## src/rtl/hazard_scheduler.sv

```systemverilog
// MIPS 5-stage hazard unit: E/M/W writer scoreboard, D-stage stall, D/E/M forward selects.
// Stall and selects are combinational in the current cycle; the scoreboard advances every clock.
module hazard_scheduler #(
  parameter int CNT_W  = 32,
  parameter int REG_AW = 5
) (
  input  logic              clk,
  input  logic              reset,
  input  logic [REG_AW-1:0] A1_D,
  input  logic [REG_AW-1:0] A2_D,
  input  logic [1:0]        Tuse_rs_D,
  input  logic [1:0]        Tuse_rt_D,
  input  logic [REG_AW-1:0] A3_D,
  input  logic [1:0]        Tnew_D,
  input  logic              flush,
  output logic              stall,
  output logic [1:0]        fwd_rs_D,
  output logic [1:0]        fwd_rt_D,
  output logic [1:0]        fwd_rs_E,
  output logic [1:0]        fwd_rt_E,
  output logic [1:0]        fwd_rt_M,
  output logic [CNT_W-1:0]  stall_cnt
);

  logic [REG_AW-1:0] a1_e_q, a1_e_d, a2_e_q, a2_e_d, a3_e_q, a3_e_d;
  logic [1:0]        tnew_e_q, tnew_e_d;
  logic [REG_AW-1:0] a2_m_q, a2_m_d, a3_m_q, a3_m_d;
  logic [1:0]        tnew_m_q, tnew_m_d;
  logic [REG_AW-1:0] a3_w_q, a3_w_d;
  logic [CNT_W-1:0]  stall_cnt_q, stall_cnt_d;
  logic              stall_rs, stall_rt;

  // The nearest matching writer decides; an E match shadows any older M writer.
  function automatic logic need_stall(input logic [REG_AW-1:0] a, input logic [1:0] tuse,
                                      input logic [REG_AW-1:0] a3_e, input logic [1:0] tnew_e,
                                      input logic [REG_AW-1:0] a3_m, input logic [1:0] tnew_m);
    logic r;
    r = 1'b0;
    if (a != '0) begin
      if (a == a3_e)      r = (tnew_e > tuse);
      else if (a == a3_m) r = (tnew_m > tuse);
    end
    return r;
  endfunction

  function automatic logic [1:0] sel_d(input logic [REG_AW-1:0] a,
                                       input logic [REG_AW-1:0] a3_e, input logic [1:0] tnew_e,
                                       input logic [REG_AW-1:0] a3_m, input logic [1:0] tnew_m,
                                       input logic [REG_AW-1:0] a3_w);
    logic [1:0] r;
    r = 2'd0;
    if (a != '0) begin
      if (a == a3_e)      r = (tnew_e == 2'd0) ? 2'd1 : 2'd0;
      else if (a == a3_m) r = (tnew_m == 2'd0) ? 2'd2 : 2'd0;
      else if (a == a3_w) r = 2'd3;
    end
    return r;
  endfunction

  // A pending M writer hides W, same as the D-stage rule.
  function automatic logic [1:0] sel_e(input logic [REG_AW-1:0] a,
                                       input logic [REG_AW-1:0] a3_m, input logic [1:0] tnew_m,
                                       input logic [REG_AW-1:0] a3_w);
    logic [1:0] r;
    r = 2'd0;
    if (a != '0) begin
      if (a == a3_m)      r = (tnew_m == 2'd0) ? 2'd2 : 2'd0;
      else if (a == a3_w) r = 2'd3;
    end
    return r;
  endfunction

  always_comb begin
    stall_rs = need_stall(A1_D, Tuse_rs_D, a3_e_q, tnew_e_q, a3_m_q, tnew_m_q);
    stall_rt = need_stall(A2_D, Tuse_rt_D, a3_e_q, tnew_e_q, a3_m_q, tnew_m_q);
    stall    = stall_rs | stall_rt;

    fwd_rs_D = sel_d(A1_D, a3_e_q, tnew_e_q, a3_m_q, tnew_m_q, a3_w_q);
    fwd_rt_D = sel_d(A2_D, a3_e_q, tnew_e_q, a3_m_q, tnew_m_q, a3_w_q);
    fwd_rs_E = sel_e(a1_e_q, a3_m_q, tnew_m_q, a3_w_q);
    fwd_rt_E = sel_e(a2_e_q, a3_m_q, tnew_m_q, a3_w_q);
    fwd_rt_M = ((a2_m_q != '0) && (a2_m_q == a3_w_q)) ? 2'd3 : 2'd0;
    stall_cnt = stall_cnt_q;
  end

  always_comb begin
    a1_e_d   = A1_D;
    a2_e_d   = A2_D;
    a3_e_d   = A3_D;
    tnew_e_d = Tnew_D;
    if (stall || flush) begin
      a1_e_d   = '0;
      a2_e_d   = '0;
      a3_e_d   = '0;
      tnew_e_d = 2'd0;
    end

    a2_m_d   = a2_e_q;
    a3_m_d   = a3_e_q;
    tnew_m_d = (tnew_e_q == 2'd0) ? 2'd0 : tnew_e_q - 2'd1;
    if (flush) begin
      a2_m_d   = '0;
      a3_m_d   = '0;
      tnew_m_d = 2'd0;
    end

    a3_w_d = a3_m_q;

    stall_cnt_d = stall_cnt_q;
    if (stall && (stall_cnt_q != '1)) stall_cnt_d = stall_cnt_q + CNT_W'(1);
  end

  always_ff @(posedge clk) begin
    if (reset) begin
      a1_e_q      <= '0;
      a2_e_q      <= '0;
      a3_e_q      <= '0;
      tnew_e_q    <= '0;
      a2_m_q      <= '0;
      a3_m_q      <= '0;
      tnew_m_q    <= '0;
      a3_w_q      <= '0;
      stall_cnt_q <= '0;
    end else begin
      a1_e_q      <= a1_e_d;
      a2_e_q      <= a2_e_d;
      a3_e_q      <= a3_e_d;
      tnew_e_q    <= tnew_e_d;
      a2_m_q      <= a2_m_d;
      a3_m_q      <= a3_m_d;
      tnew_m_q    <= tnew_m_d;
      a3_w_q      <= a3_w_d;
      stall_cnt_q <= stall_cnt_d;
    end
  end

endmodule

```

## config.mk

```make
export PLATFORM = sky130hd
export DESIGN_NAME = hazard_scheduler
export DESIGN_NICKNAME = d
export VERILOG_FILES = /design/src/rtl/hazard_scheduler.sv
export SDC_FILE = /design/constraint.sdc
export NUM_CORES = 1
export LEC_CHECK = 0
export BUFFER_PORTS_ARGS = -buffer_cell sky130_fd_sc_hd__buf_2
export CAP_MARGIN = 5
export CORE_MARGIN = 2
export CORE_UTILIZATION = 40
export CTS_CLUSTER_DIAMETER = 80
export DETAILED_ROUTE_END_ITERATION = 6
export GPL_TIMING_DRIVEN = 0
export SLEW_MARGIN = 10
export SYNTH_ARGS = -nofsm -noshare
export SYNTH_HDL_FRONTEND = slang
export SYNTH_SLANG_ARGS = --single-unit
```

## constraint.sdc

```tcl
create_clock -name clk -period 2.2 [get_ports clk]
set_clock_uncertainty 0.1 [all_clocks]
set_input_delay 0.11 -clock clk [delete_from_list [all_inputs] [get_ports clk]]
set_output_delay 0.11 -clock clk [all_outputs]
set_load 0.005 [all_outputs]
```

==> results.toml <==
[status]
status = "finished, violations left"
violations = "setup timing"

[power]
ir_drop_uv = 339
power.density_nw_per_um2 = 588
leakage_nw = 2.15

[yosys]
netlist_instances = 432
synth_top_area_share_pct = 35.3
synth.area.top_cells = "dfxtp_1, xor2_1, xnor2_1"
synth_area_leader_cell = "dfxtp_1"
synth-async-reset-ratio_pct = 0
synth.avg_cell_area_um2 = 8.66
synth-edff-count = 0
synth_nets = 466
synth-seq-cells = 66
synth-main-ff-cell = "dfxtp_1"
synth_warnings = 0
syn_area_um2 = 3740
synthDistinctLibCells = 47
synth_seq_area_share_pct = 35.3

[setup_path]
reg2reg_depth = 8
crit_type = "flip-flop to flip-flop"
end_kind = "flip-flop"
startpoint_type = "flip-flop"
crit_fanout = 8
arrival_ns = 2.43
slowest_stage = "nor4_1"
cp.required_ns = 2.33
crit_chain = "ha_4, nor2b_4, o21ai_1, a31oi_1, a22oi_2, buf_6, nor4_1, mux2_4"
slowest_delay_ns = 0.40

[grt]
grt_use_total_pct = 20.9
antenna_found_initial = 0
grt_pass1_wl_um = 16600
grt_max_degree = 13
grt_pass1_vias = 3436
gr-total-overflow = 0

[drt]
routedWlPerCell_um = 16.7
firstDrtPassIters = 4
drcViolationCount = 0
routed-via-count = 3558
postRouteAntennaNets = 0
drt_iter0_markers = 106
drt_wl_total_um = 10700
viasPerCell = 5.55

[placement]
place_congestion = 0.893
numPortBuffers = 66
dp_hpwl_um = 7230
place_area_um2 = 4210

[finish]
num-nets-final = 559
final_cell_mix = "buf_2, dfxtp_1, xor2_1"
finalInstanceArea_um2 = 5050
diodes = 0
drive_above_1_share_pct = 34.2
final_common_cell = "buf_2"
synthToLayoutAreaGrowth_pct = 35.0

[clock_network]
cts.sinks = 66
htree_levels = 3
clk-insertion-delay-late_ns = 0.34
cts.reportedPaths.clkPinSlew_ns = 0.08
clk_path_buf_depth = 2
cts_tree = "built"
clock-root-buffer = "clkbuf_8"
cts_buffers = 9

[sta]
max_freq_mhz = 435
timing.final.ws_setup_ns = -0.0992
period_share_pct = 105
worst_pin_slew_ns = 0.648
rsz0062_at_grt = "true"
finalSetupViolCount = 8
fin_crit_ns = 2.30
finalMaxSlewViolations = 0
finalHoldViolCount = 0
setup_tns_ns = -0.285
relSlewSlack_pct = 56.6

[hold_path]
hp-class = "primary input to flip-flop"
whs_path_depth = 2

[floorplanning]
core_um2 = 9150
start_util_pct = 40.9
die_area_um2 = 10100
die_h_um = 101
pin_count = 67
rows = 35
die-width_um = 101

[run]
maxCapViolCount = 0
[kinds of logic after synthesis]
family | share of synthesized area, %
fa+ha+maj | 3.34
buf+inv | 5.58
compound gates | 11.4
xor+xnor | 12.6
mux | 2.24
flops | 35.3
simple gates | 29.5
[critical path: cells and delay by family, from the launching register on]
family          cells  cell delay [ns]
fa+ha+maj           1             0.26
buf+inv             1             0.16
mux                 1             0.34
flops               1             0.37
simple gates        2             0.52
compound gates      3             0.46
[state kept, by name, summed over array words and instances, names as in the netlist]
name,cells
a3_m_q,5
tnew_m_q,2
tnew_e_q,2
a2_e_q,5
a3_w_q,5
a3_e_q,5
a2_m_q,5
stall_cnt,32
a1_e_q,5
[worst paths after layout]
path / slack [ns] / from / end
worst max register to register: -0.1 / tnew_e_q[1]$_SDFF_PP0_ / stall_cnt[28]$_SDFFE_PP0P_
worst min register to register: 0.31 / tnew_e_q[0]$_SDFF_PP0_ / tnew_m_q[0]$_SDFF_PP0_
worst min-delay path: 0.01 / A1_D[1] / a1_e_q[1]$_SDFF_PP0_
worst max-delay path: -0.1 / tnew_e_q[1]$_SDFF_PP0_ / stall_cnt[28]$_SDFFE_PP0P_
[timing repair]
action / in CTS / in global routing
cloned: 0 / 1
gates resized for setup: 20 / 70
pin swaps: 16 / 21
hold buffers: 11 / 0
setup endpoints to repair: 34 / 44
endpoints found under the hold margin: 12 / 0
buffers inserted: 11 / 5
[per-stage QoR]
| stage | setup WS (ns) | power (mW) | util [%] | instances | hold WS, ns |
|---|---|---|---|---|---|
| detailed placement | -0.194 | 1.56 | 46.0 | 609 | 0.216 |
| CTS | -0.0776 | 2.93 | 51.1 | 635 | 0.000703 |
| global placement | -0.208 | 1.56 | 46.0 | 609 | 0.213 |
| finish | -0.0992 | 2.97 | 55.2 | 641 | 0.0105 |
| floorplan | 0.0991 | 1.45 | - | 432 | 0.0863 |
| global route | -0.134 | 3.08 | 55.2 | 641 | 0.0101 |
[power breakdown]
| part | internal, mW | switching (mW) | total (mW) |
|---|---|---|---|
| Clock | 0.874 | 0.474 | 1.35 |
| Sequential | 1.21 | 0.0295 | 1.24 |
| Combinational | 0.183 | 0.200 | 0.383 |
| Total | 2.27 | 0.703 | 2.97 |
[cells in the mapped netlist (2+ instances only)]
cell type,n
dfxtp_1,66
xor2_1,30
a21oi_1,27
xnor2_1,24
nand2_1,23
and3_1,21
o21ai_0,21
nand3_1,19
nor2_1,18
or3_1,18
clkbuf_1,16
nand4_1,15
nor2b_1,14
nor4_1,13
or4_1,12
and2_1,11
inv_1,11
ha_1,10
nor3_1,6
o31ai_1,6
buf_6,5
o21ai_1,4
buf_1,3
mux2_1,3
nor4_4,3
a211oi_1,2
a31oi_1,2
and4_1,2
buf_4,2
mux2_4,2
mux2i_1,2
nand2b_1,2
nor3_2,2
o2111ai_1,2
o211ai_1,2
o2bb2ai_1,2
[final cells by class]
class	instances	area [um^2]
fill	826	4100
sequential	66	1370
tap	111	139
clock inverter	6	138
multi-input combinational	326	2500
clock buffer	10	128
inverter	11	43.8
buffer	17	121
timing repair buffer	94	619
[layer usage]
layer	up-vias	part of all wire, %	track usage [%]
met5	-	0	0
met4	0	2.5	10.1
met3	27	3.9	3.54
met2	108	49	34.8
met1	1684	45	26.1
li1	1739	-	-
(Power assumes the default switching activity.)
